## config.mk

```make
export PLATFORM = sky130hd
export DESIGN_NAME = mul_int_sched_flat
export DESIGN_NICKNAME = d
export VERILOG_FILES = /design/src/rtl/mul_int_sched_if.sv /design/src/rtl/mul_int_sched.sv /design/src/flat_wrapper.sv
export SDC_FILE = /design/constraint.sdc
export NUM_CORES = 1
export LEC_CHECK = 0
export CAP_MARGIN = 0
export CORE_ASPECT_RATIO = 1.75
export CORE_UTILIZATION = 48
export CTS_CLUSTER_DIAMETER = 40
export DETAILED_ROUTE_END_ITERATION = 10
export GPL_ROUTABILITY_DRIVEN = 0
export HOLD_SLACK_MARGIN = 0.05
export PLACE_DENSITY = 0.81
export SLEW_MARGIN = 30
export SYNTH_ARGS = -nofsm -noshare
export SYNTH_HDL_FRONTEND = slang
export SYNTH_SLANG_ARGS = --single-unit
```

## constraint.sdc

```tcl
create_clock -name clock -period 3.5 [get_ports clock]
set_input_delay 0.35 -clock clock [delete_from_list [all_inputs] [get_ports clock]]
set_output_delay 0.35 -clock clock [all_outputs]
set_load 0.01 [all_outputs]
```

## src/rtl/mul_int_sched_if.sv

```systemverilog
// Bundle of request, datapath and response signals for mul_int_sched.
// Every valid/ready pair follows the same contract: a transfer happens on a
// rising clock edge where valid and ready are both high; once the producer
// raises valid it holds valid and its payload stable until it sees ready;
// valid never depends on ready, while ready may depend on valid.
interface mul_int_sched_if #(
  parameter int WIDTH = 32
);
  logic               req0_valid;
  logic               req0_ready;
  logic [WIDTH-1:0]   req0_a;
  logic [WIDTH-1:0]   req0_b;
  logic               req0_sgn;

  logic               req1_valid;
  logic               req1_ready;
  logic [WIDTH-1:0]   req1_a;
  logic [WIDTH-1:0]   req1_b;
  logic               req1_sgn;

  logic               mul_issue;
  logic [WIDTH-1:0]   mul_a;
  logic [WIDTH-1:0]   mul_b;
  logic               mul_sgn;
  logic [2*WIDTH-1:0] mul_result;

  logic               rsp_valid;
  logic               rsp_ready;
  logic               rsp_id;
  logic [2*WIDTH-1:0] rsp_data;

  // Environment side: requesters, multiplier datapath and response consumer.
  modport master (
    output req0_valid, req0_a, req0_b, req0_sgn,
    input  req0_ready,
    output req1_valid, req1_a, req1_b, req1_sgn,
    input  req1_ready,
    input  mul_issue, mul_a, mul_b, mul_sgn,
    output mul_result,
    input  rsp_valid, rsp_id, rsp_data,
    output rsp_ready
  );

  // Scheduler side.
  modport slave (
    input  req0_valid, req0_a, req0_b, req0_sgn,
    output req0_ready,
    input  req1_valid, req1_a, req1_b, req1_sgn,
    output req1_ready,
    output mul_issue, mul_a, mul_b, mul_sgn,
    input  mul_result,
    output rsp_valid, rsp_id, rsp_data,
    input  rsp_ready
  );
endinterface

```

## src/rtl/mul_int_sched.sv

```systemverilog
// Two-requester scheduler for a shared fixed-latency pipelined multiplier.
// Round-robin grant, a LAT-deep {valid,id} tracking pipe that mirrors the
// datapath, and a DEPTH-entry result FIFO. Issue is throttled by credits
// (FIFO slots minus buffered minus in-flight results) so a returning result
// always finds room. The interface instance must use the same WIDTH.
module mul_int_sched #(
  parameter int WIDTH = 32,
  parameter int LAT   = 2,
  parameter int DEPTH = 4
) (
  input logic            clock,
  input logic            reset,
  mul_int_sched_if.slave bus
);
  localparam int AW = $clog2(DEPTH);
  localparam int CW = $clog2(DEPTH + LAT + 1) + 1;

  logic [LAT-1:0]   pipe_v;
  logic [LAT-1:0]   pipe_id;
  logic [2*WIDTH:0] mem [DEPTH];
  logic [AW-1:0]    wr_ptr;
  logic [AW-1:0]    rd_ptr;
  logic [CW-1:0]    count;
  logic             prio;

  logic [CW-1:0]    inflight;
  logic [CW-1:0]    used;
  logic             push;
  logic             pop;
  logic             can_issue;
  logic             any_valid;
  logic             grant_id;
  logic             issue;

  // Number of operations currently travelling through the datapath.
  always_comb begin
    inflight = '0;
    for (int i = 0; i < LAT; i++) begin
      inflight = inflight + CW'(pipe_v[i]);
    end
  end

  assign used      = count + inflight;
  assign push      = pipe_v[LAT-1];
  assign pop       = bus.rsp_valid && bus.rsp_ready;

  // A pop this cycle frees a slot early enough to cover a new issue.
  assign can_issue = !reset &&
                     ((used < CW'(DEPTH)) || ((used == CW'(DEPTH)) && pop));

  // Priority pointer only matters when both requesters are valid.
  assign any_valid = bus.req0_valid || bus.req1_valid;
  assign grant_id  = (bus.req0_valid && bus.req1_valid) ? prio : bus.req1_valid;
  assign issue     = can_issue && any_valid;

  assign bus.req0_ready = issue && !grant_id;
  assign bus.req1_ready = issue && grant_id;
  assign bus.mul_issue  = issue;
  assign bus.mul_a      = issue ? (grant_id ? bus.req1_a   : bus.req0_a)   : '0;
  assign bus.mul_b      = issue ? (grant_id ? bus.req1_b   : bus.req0_b)   : '0;
  assign bus.mul_sgn    = issue ? (grant_id ? bus.req1_sgn : bus.req0_sgn) : 1'b0;

  // Head of the FIFO; forced to zero while empty so stale entries never leak.
  assign bus.rsp_valid = (count != '0);
  assign bus.rsp_id    = bus.rsp_valid ? mem[rd_ptr][2*WIDTH]     : 1'b0;
  assign bus.rsp_data  = bus.rsp_valid ? mem[rd_ptr][2*WIDTH-1:0] : '0;

  // Tracking pipe shifts every cycle, aligned with the datapath latency.
  always_ff @(posedge clock or posedge reset) begin
    if (reset) begin
      pipe_v  <= '0;
      pipe_id <= '0;
    end else begin
      pipe_v[0]  <= issue;
      pipe_id[0] <= issue && grant_id;
      for (int i = 1; i < LAT; i++) begin
        pipe_v[i]  <= pipe_v[i-1];
        pipe_id[i] <= pipe_id[i-1];
      end
    end
  end

  // Round-robin pointer hands priority to the other requester after a grant.
  always_ff @(posedge clock or posedge reset) begin
    if (reset) begin
      prio <= 1'b0;
    end else if (issue) begin
      prio <= !grant_id;
    end
  end

  // FIFO occupancy and pointers; push and pop together leave count unchanged.
  always_ff @(posedge clock or posedge reset) begin
    if (reset) begin
      wr_ptr <= '0;
      rd_ptr <= '0;
      count  <= '0;
    end else begin
      if (push) wr_ptr <= wr_ptr + 1'b1;
      if (pop)  rd_ptr <= rd_ptr + 1'b1;
      case ({push, pop})
        2'b10:   count <= count + 1'b1;
        2'b01:   count <= count - 1'b1;
        default: count <= count;
      endcase
    end
  end

  // FIFO storage; contents are only observable through a non-zero count.
  always_ff @(posedge clock) begin
    if (push) begin
      mem[wr_ptr] <= {pipe_id[LAT-1], bus.mul_result};
    end
  end
endmodule

```

## src/flat_wrapper.sv

```systemverilog
// flat-port wrapper written by rule: the top's interface ports become plain ports
module mul_int_sched_flat 
#(
  parameter int WIDTH = 32,
  parameter int LAT   = 2,
  parameter int DEPTH = 4
)
  (clock, reset, bus_req0_valid, bus_req0_a, bus_req0_b, bus_req0_sgn, bus_req0_ready, bus_req1_valid, bus_req1_a, bus_req1_b, bus_req1_sgn, bus_req1_ready, bus_mul_issue, bus_mul_a, bus_mul_b, bus_mul_sgn, bus_mul_result, bus_rsp_valid, bus_rsp_id, bus_rsp_data, bus_rsp_ready);
  mul_int_sched_if #(.WIDTH(WIDTH)) bus_i ();
  input logic clock;
  input logic reset;
  input wire logic [$bits(bus_i.req0_valid)-1:0] bus_req0_valid;
  input wire logic [$bits(bus_i.req0_a)-1:0] bus_req0_a;
  input wire logic [$bits(bus_i.req0_b)-1:0] bus_req0_b;
  input wire logic [$bits(bus_i.req0_sgn)-1:0] bus_req0_sgn;
  output wire logic [$bits(bus_i.req0_ready)-1:0] bus_req0_ready;
  input wire logic [$bits(bus_i.req1_valid)-1:0] bus_req1_valid;
  input wire logic [$bits(bus_i.req1_a)-1:0] bus_req1_a;
  input wire logic [$bits(bus_i.req1_b)-1:0] bus_req1_b;
  input wire logic [$bits(bus_i.req1_sgn)-1:0] bus_req1_sgn;
  output wire logic [$bits(bus_i.req1_ready)-1:0] bus_req1_ready;
  output wire logic [$bits(bus_i.mul_issue)-1:0] bus_mul_issue;
  output wire logic [$bits(bus_i.mul_a)-1:0] bus_mul_a;
  output wire logic [$bits(bus_i.mul_b)-1:0] bus_mul_b;
  output wire logic [$bits(bus_i.mul_sgn)-1:0] bus_mul_sgn;
  input wire logic [$bits(bus_i.mul_result)-1:0] bus_mul_result;
  output wire logic [$bits(bus_i.rsp_valid)-1:0] bus_rsp_valid;
  output wire logic [$bits(bus_i.rsp_id)-1:0] bus_rsp_id;
  output wire logic [$bits(bus_i.rsp_data)-1:0] bus_rsp_data;
  input wire logic [$bits(bus_i.rsp_ready)-1:0] bus_rsp_ready;
  assign bus_i.req0_valid = bus_req0_valid;
  assign bus_i.req0_a = bus_req0_a;
  assign bus_i.req0_b = bus_req0_b;
  assign bus_i.req0_sgn = bus_req0_sgn;
  assign bus_req0_ready = bus_i.req0_ready;
  assign bus_i.req1_valid = bus_req1_valid;
  assign bus_i.req1_a = bus_req1_a;
  assign bus_i.req1_b = bus_req1_b;
  assign bus_i.req1_sgn = bus_req1_sgn;
  assign bus_req1_ready = bus_i.req1_ready;
  assign bus_mul_issue = bus_i.mul_issue;
  assign bus_mul_a = bus_i.mul_a;
  assign bus_mul_b = bus_i.mul_b;
  assign bus_mul_sgn = bus_i.mul_sgn;
  assign bus_i.mul_result = bus_mul_result;
  assign bus_rsp_valid = bus_i.rsp_valid;
  assign bus_rsp_id = bus_i.rsp_id;
  assign bus_rsp_data = bus_i.rsp_data;
  assign bus_i.rsp_ready = bus_rsp_ready;
  mul_int_sched #(.WIDTH(WIDTH), .LAT(LAT), .DEPTH(DEPTH)) u_core (.clock(clock), .reset(reset), .bus(bus_i));
endmodule
```

==> results.sh <==
export IMPL_status="finished clean"
export IMPL_cts_buffer_depth=3
export IMPL_syn_area_sq_um=11500
export IMPL_nets=1254
export IMPL_cts_clk_slew_worst_paths_ns=0.06
export IMPL_die_h_um=207
export IMPL_groute_usage_overall_pct=26.3
export IMPL_clock_sinks=273
export IMPL_drt_wl_total_um=32200
export IMPL_finalHoldViolations=0
export IMPL_tns_ns=0
export IMPL_slew_headroom_pct=61.9
export IMPL_die_x_um=119
export IMPL_power_mw=11.8
export IMPL_synth_top_area_cell="edfxtp_1"
export IMPL_ys_async_sr_fraction_pct=4.76
export IMPL_fin_crit_ns=3.36
export IMPL_grt_overflow=0
export IMPL_synthToLayoutAreaGrowth_pct=39.9
export IMPL_critPathLaunchType="register"
export IMPL_synth_edf_count=260
export IMPL_crit_type="reg2out"
export IMPL_via_per_inst=5.48
export IMPL_clock_latency_ns=0.53
export IMPL_clock_tree_root_cell="clkbuf_16"
export IMPL_fmax_mhz=298
export IMPL_stdcell_count=1368
export IMPL_core_sq_um=23400
export IMPL_p_per_area_nw_per_um2=733
export IMPL_post_place_ws_ns=0.146
export IMPL_numCtsBuffers=24
export IMPL_ys_seq_elements=273
export IMPL_wl_per_cell_um=23.6
export IMPL_irDropWorstVdd_uv=409
export IMPL_cts_hold_buf=0
export IMPL_dpl_hpwl_um=22400
export IMPL_final_cell_area_sq_um=16100
export IMPL_firstDrtPassIters=5
export IMPL_hp_class="in2async"
export IMPL_synth_fp_nets=918
export IMPL_initial_core_util_pct=49.1
export IMPL_io_buffers=332
export IMPL_synthTopCellsByCount="260 x edfxtp_1, 135 x nand2_1, 70 x and2_1, 67 x a21oi_1, 65 x mux4_2"
export IMPL_fillers=1625
export IMPL_postLayoutCoreUtil_pct=68.7
export IMPL_dieArea_sq_um=24600
export IMPL_crit_arrival_ns=3.01
export IMPL_r2r_slack_ns=0.76
export IMPL_drive_gt1_share_pct=15.7
export IMPL_hold_ws_ns=0.222
export IMPL_ys_types=30
export IMPL_place_area_sq_um=15300
export IMPL_drtIter0Drc=563
export IMPL_rows=74
export IMPL_ios=333
export IMPL_yosysWarnings=0
export IMPL_cts_htree_levels=1
export IMPL_multi_input_area_sq_um=3230
export IMPL_finalMaxSlewViolations=0
export IMPL_grt_pass1_wl_um=46200
export IMPL_syn_area_per_cell_sq_um=16.3
export IMPL_synth_ff_type="edfxtp_1"
export IMPL_finalWorstSetupSlack_ns=0.141
export IMPL_period_share_pct=96.0
export IMPL_grt_max_degree=68
export IMPL_drc=0
export IMPL_yosysMostFrequentCell="edfxtp_1"
export IMPL_power_leakage_nw=5.75
export IMPL_endpoint_kind="output pin"
export IMPL_syn_inst=707
export IMPL_synth_area_leaders="edfxtp_1 68%, mux4_2 13%, nand2_1 4.4%, and2_1 3.8%, a21oi_1 2.9%"
export IMPL_antenna_found_initial=14
export IMPL_final_setup_viol_count=0
export IMPL_grt_pass1_vias=7657
export IMPL_worst_slew_pin_slew_ns=0.572
export IMPL_yosysTopAreaCellShare_pct=67.9
export IMPL_path_max_fanout=17
export IMPL_vias=7497
export IMPL_regArea_sq_um=8140
export IMPL_drv_cap=0
export IMPL_ys_seq_area_share_pct=70.8
export IMPL_place_inst=1316
export IMPL_rsz0062_at_grt="no"
export IMPL_cts_tree="done"
export IMPL_critical_path_required_ns=3.15
export IMPL_skew_ns=0.0162
export IMPL_ant_nets=0
## worst max-delay path, stage by stage, from the launching register on
cell and delay (ns):
dfrtp_1 0.38, ha_1 0.30, ha_2 0.19, fa_1 0.44
nor2_1 0.10, a31oi_1 0.10, nand4b_4 0.22, buf_12 0.18
bufbuf_16 0.29, a21oi_1 0.14, clkbuf_2 0.16
## where the power goes
group	switching (mW)	internal [mW]	leakage (nW)	total, mW
logic	2.21	2.75	2.88	4.96
clock network	1.11	1.39	0.361	2.50
registers	0.276	4.06	2.51	4.33
total	3.59	8.20	5.75	11.8
## sequential cells by signal (all words and copies together) (netlist names)
signal / count
u_core.wr_ptr: 2
u_core.rd_ptr: 2
u_core.prio: 1
u_core.pipe_v: 2
u_core.mem: 260
u_core.count: 4
u_core.pipe_id: 2
## path summary, 6_finish.rpt
kind                              startpoint                end  cells after the start
min reg2reg                u_core.pipe_id[0]  u_core.pipe_id[1]                      0
min                                    reset    u_core.count[3]                      2
max in group asynchronous              reset   u_core.rd_ptr[0]                      2
max                         u_core.pipe_v[0]       bus_mul_a[9]                     10
max reg2reg                  u_core.count[0]    u_core.count[3]                      8
min in group clock         u_core.pipe_id[0]  u_core.pipe_id[1]                      0
## metal layers
metal	up-vias	part of all wire (%)	GRT usage [%]
met1	3691	38	31.3
met2	380	50	44.6
li1	3331	-	-
met3	77	8.4	7.97
met5	-	0.35	0
met4	18	3.6	10.4
## cell families after synthesis
kind of cell | share of synthesized area (%)
multiplexers | 12.9
AND/OR/NAND/NOR | 8.97
adder cells (fa/ha/maj) | 1.44
buffers and inverters | 2.12
AO/OA/AOI/OAI | 3.35
XOR/XNOR | 0.457
flip-flops | 70.8
## placed cells by master (no fill, tap or decap), types with 3 or more instances in the layout
| master | netlist | final |
|---|---|---|
| a21oi_1 | 67 | 55 |
| a21oi_2 | 0 | 9 |
| a21oi_4 | 0 | 3 |
| and2_1 | 70 | 66 |
| and2_4 | 0 | 4 |
| buf_12 | 0 | 11 |
| buf_16 | 0 | 3 |
| buf_2 | 12 | 12 |
| buf_4 | 2 | 7 |
| clkbuf_1 | 22 | 8 |
| clkbuf_16 | 0 | 25 |
| clkbuf_2 | 0 | 11 |
| clkdlybuf4s15_1 | 0 | 8 |
| clkdlybuf4s50_1 | 0 | 264 |
| clkinv_2 | 0 | 5 |
| dfrtp_1 | 13 | 11 |
| diode_2 | 0 | 5 |
| dlygate4sd2_1 | 0 | 37 |
| edfxtp_1 | 260 | 260 |
| ha_1 | 10 | 9 |
| inv_1 | 11 | 11 |
| mux4_2 | 65 | 65 |
| nand2_1 | 135 | 135 |
| nor2_1 | 6 | 6 |
| o21ai_0 | 4 | 3 |
| xnor2_1 | 3 | 3 |
| xor2_1 | 3 | 3 |
## repair_timing
item / CTS / global route
gates resized for setup: 91 / 62
pin swaps: 0 / 2
endpoints found under the setup margin: 68 / 51
gates cloned: 3 / 0
buffers inserted: 2 / 0
## cell type report
cell class / instances / share of cell area (%)
diodes: 5 / 0.0778
clock buffers: 33 / 4.08
clock inverters: 9 / 0.474
inverters: 11 / 0.257
multi-input cells: 379 / 20.1
flip-flops and latches: 273 / 50.6
well taps: 304 / 2.36
repair buffers: 354 / 22.1
Note: power is estimated with default switching activity, not from simulation.
